## src/rtl/cdc_handshake_tx_if.sv

```systemverilog
// Bundles the local valid/ready side and the far-domain req/ack side of the CDC source.
// The slave view belongs to cdc_handshake_tx; the master view belongs to whatever drives it.
interface cdc_handshake_tx_if #(
    parameter int DATA_WIDTH = 8
);
    logic [DATA_WIDTH-1:0] data_in;
    logic                  valid_in;
    logic                  ready_out;
    logic [DATA_WIDTH-1:0] data_out;
    logic                  req_out;
    logic                  ack_in;
    logic                  busy;
    logic                  done;

    modport master (
        output data_in,
        output valid_in,
        output ack_in,
        input  ready_out,
        input  data_out,
        input  req_out,
        input  busy,
        input  done
    );

    modport slave (
        input  data_in,
        input  valid_in,
        input  ack_in,
        output ready_out,
        output data_out,
        output req_out,
        output busy,
        output done
    );
endinterface

```

## src/rtl/cdc_handshake_tx.sv

```systemverilog
// Four-phase req/ack CDC source: accepted word is held on data_out while req_out rises; done pulses SYNC_STAGES+1 edges after ack_in falls.
// ready_out is low for the whole transfer and while a stale synchronized ack is high in IDLE.
module cdc_handshake_tx #(
    parameter int DATA_WIDTH  = 8,
    parameter int SYNC_STAGES = 2
) (
    input  logic                clk,
    input  logic                rst,
    cdc_handshake_tx_if.slave   bus
);

    typedef enum logic [1:0] {
        IDLE   = 2'd0,
        REQ_HI = 2'd1,
        REQ_LO = 2'd2
    } state_t;

    state_t                state_q;
    state_t                state_d;
    logic [SYNC_STAGES-1:0] ack_sync;
    logic                  ack_s;
    logic                  req_q;
    logic                  req_d;
    logic [DATA_WIDTH-1:0] data_q;
    logic [DATA_WIDTH-1:0] data_d;
    logic                  done_q;
    logic                  done_d;
    logic                  accept;

    // Only the last stage may be observed; earlier stages can be metastable.
    always_ff @(posedge clk) begin
        if (rst) begin
            ack_sync <= '0;
        end else begin
            ack_sync <= {ack_sync[SYNC_STAGES-2:0], bus.ack_in};
        end
    end

    assign ack_s = ack_sync[SYNC_STAGES-1];

    assign bus.ready_out = (state_q == IDLE) && !ack_s;
    assign accept        = bus.valid_in && bus.ready_out;

    always_comb begin
        state_d = state_q;
        req_d   = req_q;
        data_d  = data_q;
        done_d  = 1'b0;
        unique case (state_q)
            IDLE: begin
                if (accept) begin
                    data_d  = bus.data_in;
                    req_d   = 1'b1;
                    state_d = REQ_HI;
                end
            end
            REQ_HI: begin
                if (ack_s) begin
                    req_d   = 1'b0;
                    state_d = REQ_LO;
                end
            end
            REQ_LO: begin
                if (!ack_s) begin
                    done_d  = 1'b1;
                    state_d = IDLE;
                end
            end
            default: begin
                req_d   = 1'b0;
                state_d = IDLE;
            end
        endcase
    end

    always_ff @(posedge clk) begin
        if (rst) begin
            state_q <= IDLE;
            req_q   <= 1'b0;
            data_q  <= '0;
            done_q  <= 1'b0;
        end else begin
            state_q <= state_d;
            req_q   <= req_d;
            data_q  <= data_d;
            done_q  <= done_d;
        end
    end

    assign bus.data_out = data_q;
    assign bus.req_out  = req_q;
    assign bus.done     = done_q;
    assign bus.busy     = (state_q != IDLE);

    // The far domain samples data_out whenever req_out is high, so it must never move between accepts.
    a_data_stable: assert property (@(posedge clk)
        (!rst && !accept) |=> (rst || $stable(bus.data_out)));

    a_req_only_in_req_hi: assert property (@(posedge clk)
        req_q |-> (state_q == REQ_HI));

    a_done_in_idle: assert property (@(posedge clk)
        done_q |-> (state_q == IDLE));

endmodule

```

## src/flat_wrapper.sv

```systemverilog
// flat-port wrapper written by rule: the top's interface ports become plain ports
module cdc_handshake_tx_flat 
#(
    parameter int DATA_WIDTH  = 8,
    parameter int SYNC_STAGES = 2
)
  (clk, rst, bus_data_in, bus_valid_in, bus_ack_in, bus_ready_out, bus_data_out, bus_req_out, bus_busy, bus_done);
  cdc_handshake_tx_if #(.DATA_WIDTH(DATA_WIDTH)) bus_i ();
  input  logic clk;
  input  logic rst;
  input wire logic [$bits(bus_i.data_in)-1:0] bus_data_in;
  input wire logic [$bits(bus_i.valid_in)-1:0] bus_valid_in;
  input wire logic [$bits(bus_i.ack_in)-1:0] bus_ack_in;
  output wire logic [$bits(bus_i.ready_out)-1:0] bus_ready_out;
  output wire logic [$bits(bus_i.data_out)-1:0] bus_data_out;
  output wire logic [$bits(bus_i.req_out)-1:0] bus_req_out;
  output wire logic [$bits(bus_i.busy)-1:0] bus_busy;
  output wire logic [$bits(bus_i.done)-1:0] bus_done;
  assign bus_i.data_in = bus_data_in;
  assign bus_i.valid_in = bus_valid_in;
  assign bus_i.ack_in = bus_ack_in;
  assign bus_ready_out = bus_i.ready_out;
  assign bus_data_out = bus_i.data_out;
  assign bus_req_out = bus_i.req_out;
  assign bus_busy = bus_i.busy;
  assign bus_done = bus_i.done;
  cdc_handshake_tx #(.DATA_WIDTH(DATA_WIDTH), .SYNC_STAGES(SYNC_STAGES)) u_core (.clk(clk), .rst(rst), .bus(bus_i));
endmodule
```

## config.mk

```make
export PLATFORM = sky130hd
export DESIGN_NAME = cdc_handshake_tx_flat
export DESIGN_NICKNAME = d
export VERILOG_FILES = /design/src/rtl/cdc_handshake_tx_if.sv /design/src/rtl/cdc_handshake_tx.sv /design/src/flat_wrapper.sv
export SDC_FILE = /design/constraint.sdc
export NUM_CORES = 1
export LEC_CHECK = 0
export BUFFER_PORTS_ARGS = -buffer_cell sky130_fd_sc_hd__buf_2
export CORE_AREA = 2 2 39 41
export DETAILED_ROUTE_END_ITERATION = 10
export DIE_AREA = 0 0 41 43
export GPL_TIMING_DRIVEN = 0
export HOLD_SLACK_MARGIN = 0.1
export PLACE_DENSITY = 0.74
export SLEW_MARGIN = 30
export SYNTH_ARGS = -nofsm -noshare
export SYNTH_HDL_FRONTEND = slang
export SYNTH_SLANG_ARGS = --single-unit
```

## constraint.sdc

```tcl
create_clock -name clk -period 2.54 [get_ports clk]
set_input_delay 0.127 -clock clk [delete_from_list [all_inputs] [get_ports clk]]
set_output_delay 0.127 -clock clk [all_outputs]
set_load 0.01 [all_outputs]
```

* Word level (Yosys, flattened, before mapping)
Index checks and enable logic that the tools add are counted.
Word-level totals: register bits 14, output and inout bits 12
Operators by class: equal/unequal tests 5, multiplexer cells 8, bitwise logic cells 1, reductions and logical operators 9
Operator list (number):
- $mux 2 | 3
- $pmux 2 s3 | 1
- $reduce_and 3->1 | 2
- $ne 2x1->1 const B | 2
- $mux 1 | 3
- $pmux 1 s3 | 1
- $eq 2x1->1 const B | 1
- $eq 2x2->1 const B | 1
- $logic_and 1x1->1 | 2
- $logic_not 2->1 | 1
- $ne 2x2->1 const B | 1
- $reduce_and 2->1 | 1
- $reduce_bool 2->1 | 1
- $reduce_or 2->1 | 1
- $logic_not 1->1 | 1
- $not 1->1 | 1

* Logic depth before layout (Yosys ltp)
depth in word-level cells 5, gate-level depth with buffers 3, gate-level depth less buffers 2

* Least setup slack after synthesis
No wires, ideal clock.
path kind register to register, start point register u_core.state_q[1], end point register u_core.data_q[0] (netlist: u_core.bus.data_out[0]), library setup time 0.072 ns, arrival time 0.972 ns, required time 2.468 ns, path slack 1.496 ns, cell stages (with the launch flop) 4, buffers on the path 1, path through dfxtp_1 > nor4b_2 > buf_6 > mux2i_1
On the way: cells in the longest elaborated chain, start to end 4
RTL lines:
- from (decl) | line cdc_handshake_tx.sv:18 | state_t state_q;
- from (signal assigned) | line cdc_handshake_tx.sv:83 | state_q <= state_d;
- $logic_not 2->1 * | line cdc_handshake_tx.sv:41, cdc_handshake_tx.sv:49
- $logic_and 1x1->1 | line cdc_handshake_tx.sv:41 | assign bus.ready_out = (state_q == IDLE) && !ack_s;
- $logic_and 1x1->1 | line cdc_handshake_tx.sv:42 | assign accept = bus.valid_in && bus.ready_out;
- $reduce_and 2->1 (no line) *
- to (signal assigned) | line cdc_handshake_tx.sv:85 | data_q <= data_d;
- to (decl) | line cdc_handshake_tx.sv:24 | logic [DATA_WIDTH-1:0] data_q;
Mark *: on every way between the ends. The rest lies on a longest branch, timed or not. A chain may end at the register's enable or synchronous reset.

* Worst setup path in the final report
start point register u_core.state_q[1], end point output port bus_ready_out
On the way: cells in the longest elaborated chain, start to end 2
RTL lines:
- $logic_not 2->1 | line cdc_handshake_tx.sv:41
- $logic_and 1x1->1 | line cdc_handshake_tx.sv:41
- to (decl) | line flat_wrapper.sv:14 | output wire logic [$bits(bus_i.ready_out)-1:0] bus_ready_out;
Every way passes these cells.

==> flow_summary.toml <==
[place]
gp_congestion = 0.591
io_buffer_count = 23
dpl.hpwl_um = 776

[floorplanning]
core.rowCount = 14
core-area_um2 = 1380
die_x_um = 41
io_pins = 24
start_util_pct = 42.1
die_y_um = 43
dieArea_um2 = 1760

[clock_network]
clk_latency_ns = 0.27
cts_buffers = 3
cts_tree = "yes"
numClockSinks = 14
clockBufferDepth = 2
postCtsSetupRepairBufs = 0
cts_root_buf = "clkbuf_4"
htreeDepth = 1
clkTransAtPathRegs_ns = 0.08

[layout]
drive_above_1_share_pct = 35.7
final_cell_mix = "buf_2, nand2b_1, dfxtp_1"
fin_util_pct = 56.0
final_nets = 97
final_common_cell = "buf_2"
antenna_cells = 0
area_growth_pct = 32.8

[synthesis]
seq_area_frac_synth_pct = 48.1
yosysWarnings = 0
synthesis.area_um2 = 583
syn_inst = 55
synth_cell_types = 16
synth.avg_cell_area_um2 = 10.6
synth_top_cell_by_area = "dfxtp_1"
synth_seq_cells = 14
synth_area_leaders = "dfxtp_1, nand2b_1, mux2i_1"
netlist.area_leader.share_pct = 48.1
syn-num-nets = 67

[status]
status = "completed"

[global_route]
grt-busiest-layer = "met2"
grt.overflow.total = 0
met3_usage_pct = 1.57
met2_usage_pct = 20.9
grt_pass1_vias = 400
grt_max_degree = 11
track_usage_pct = 13.8
antenna_found_initial = 0
use_met1_pct = 15.0
grt_pass1_wl_um = 1580

[routing]
avgViaCountPerCell = 4.73
drt-initial-drc-count = 3
drc = 0
wire_per_inst_um = 10.5
routed_wl_um = 1050
postRouteAntennaNets = 0
num_vias = 473
dr.pass1.iters = 3

[critical_path]
r2r_cells = 3
crit_start = "u_core.state_q[1]$_SDFFE_PP0P_"
crit_arrival_ns = 1.10
max_stage_delay_ns = 0.37
r2r_slack_ns = 1.40
path_buf_inv = 1
required_ns = 2.41
cp-end-kind = "output pin"
path_cells = "or2_1 > nor2_1 > buf_2"
timing.critical_path.max_delay_family = "flip-flops"
start_kind = "register"
crit_type = "register to output pin"
r2r-end = "u_core.bus.data_out[2]$_SDFFE_PP0P_"
critPathSlowestCell = "dfxtp_1"
r2r-start = "u_core.state_q[1]$_SDFFE_PP0P_"
cp_max_fo = 6

[sta]
final.min_clock_period_ns = 1.23
tns_ns = 0
finClkSkew_ns = 0.00278
setup_viol = 0
rsz0062_at_grt = "false"
max_freq_ghz = 0.815
finalHoldViolCount = 0
slew_violations = 0
tightest_slew_ns = 0.365
slew_headroom_pct = 75.7
finalCritPeriodShare_pct = 48.3

[power]
comb_power_share_pct = 15.3
pwr-share-seq_pct = 51.3
p_sw_mw = 0.109
power.internal_mw = 0.360
p_clk_share_pct = 33.4
p_sw_share_pct = 23.3
peakVddDrop_mv = 0.268
power_leakage_nw = 0.370
power_density_nw_per_um2 = 605

[flow_run]
drv_cap = 0

[worst_hold_path]
whs_path_depth = 3
hp-start = "bus_data_in[4]"
hp-class = "input port to register"
min_to = "u_core.bus.data_out[4]$_SDFFE_PP0P_"
## cells in the mapped netlist, drive strengths merged
cell type and n:
o21ai 1, a22o 1, or2 1, dfxtp 14, and3 1, nor2 2
buf 1, nor4b 2, mux2i 8, nor2b 3, nand2b 16, inv 1
xor2 1, nor4 1, clkbuf 2
## worst max-delay path by stage
stage,endpoint,slack [ns],depth (start not counted)
after floorplan,u_core.bus.data_out[0]$_SDFFE_PP0P_,1.50,3
after global placement,u_core.bus.data_out[1]$_SDFFE_PP0P_,1.42,3
after detailed placement,u_core.bus.data_out[4]$_SDFFE_PP0P_,1.41,3
after CTS,bus_ready_out,1.30,3
after global routing,bus_ready_out,1.22,3
final,bus_ready_out,1.31,3
## stage by stage
| step | instance area, um^2 | hold WS [ns] | power [mW] | setup WS [ns] | cells |
|---|---|---|---|---|---|
| after floorplan | 583 | 0.255 | 0.289 | 1.50 | 55 |
| after global placement | 718 | 0.337 | 0.315 | 1.42 | 94 |
| after detailed placement | 718 | 0.348 | 0.317 | 1.41 | 94 |
| after CTS | 774 | 0.103 | 0.477 | 1.30 | 100 |
| after global routing | 774 | 0.104 | 0.497 | 1.22 | 100 |
| final | 774 | 0.106 | 0.469 | 1.31 | 100 |
## routing by layer
layer,vias up,wire length [um],part of all wire (%)
li1,241,-,-
met1,214,443,42
met2,14,515,49
met3,4,44,4.2
met4,0,42,4.0
met5,-,0,0
## cell type report
class / instances / area, um^2
inverters: 1 / 3.75
multi-input cells: 37 / 280
well taps: 16 / 20.0
plain buffers: 3 / 18.8
fillers: 134 / 609
repair buffers: 25 / 135
clock buffers: 4 / 36.3
flip-flops and latches: 14 / 280
## worst min-delay path, cell delays in order
cell and delay [ns]:
buf_2 0.10, nand2b_1 0.05, mux2i_1 0.06
## repair_timing
| action | CTS | global route |
|---|---|---|
| gates resized for setup | 0 | 0 |
| hold endpoints to repair | 2 | 0 |
| hold buffers | 2 | 0 |
## flip-flops by register name (all words and copies together) (netlist names)
signal and count:
u_core.ack_sync 2, u_core.bus.data_out 8, u_core.bus.req_out 1, u_core.state_q 2
u_core.bus.done 1
## power by group through the flow
stage                     Combinational, mW  Sequential [mW]  Clock [mW]
final                                0.0716            0.241       0.157
after global routing                 0.0787            0.243       0.175
after CTS                            0.0731            0.241       0.162
after detailed placement             0.0705            0.246           0
after global placement               0.0690            0.246           0
after floorplan                      0.0385            0.250           0
## logic make-up after synthesis
| logic type | share of synthesized area [%] |
|---|---|
| XOR/XNOR | 1.50 |
| flip-flops | 48.1 |
| AND/OR/NAND/NOR | 29.0 |
| buffers and inverters | 3.86 |
| multiplexers | 13.7 |
| AO/OA/AOI/OAI | 3.86 |
No activity file was read; power rests on OpenSTA's default activity.
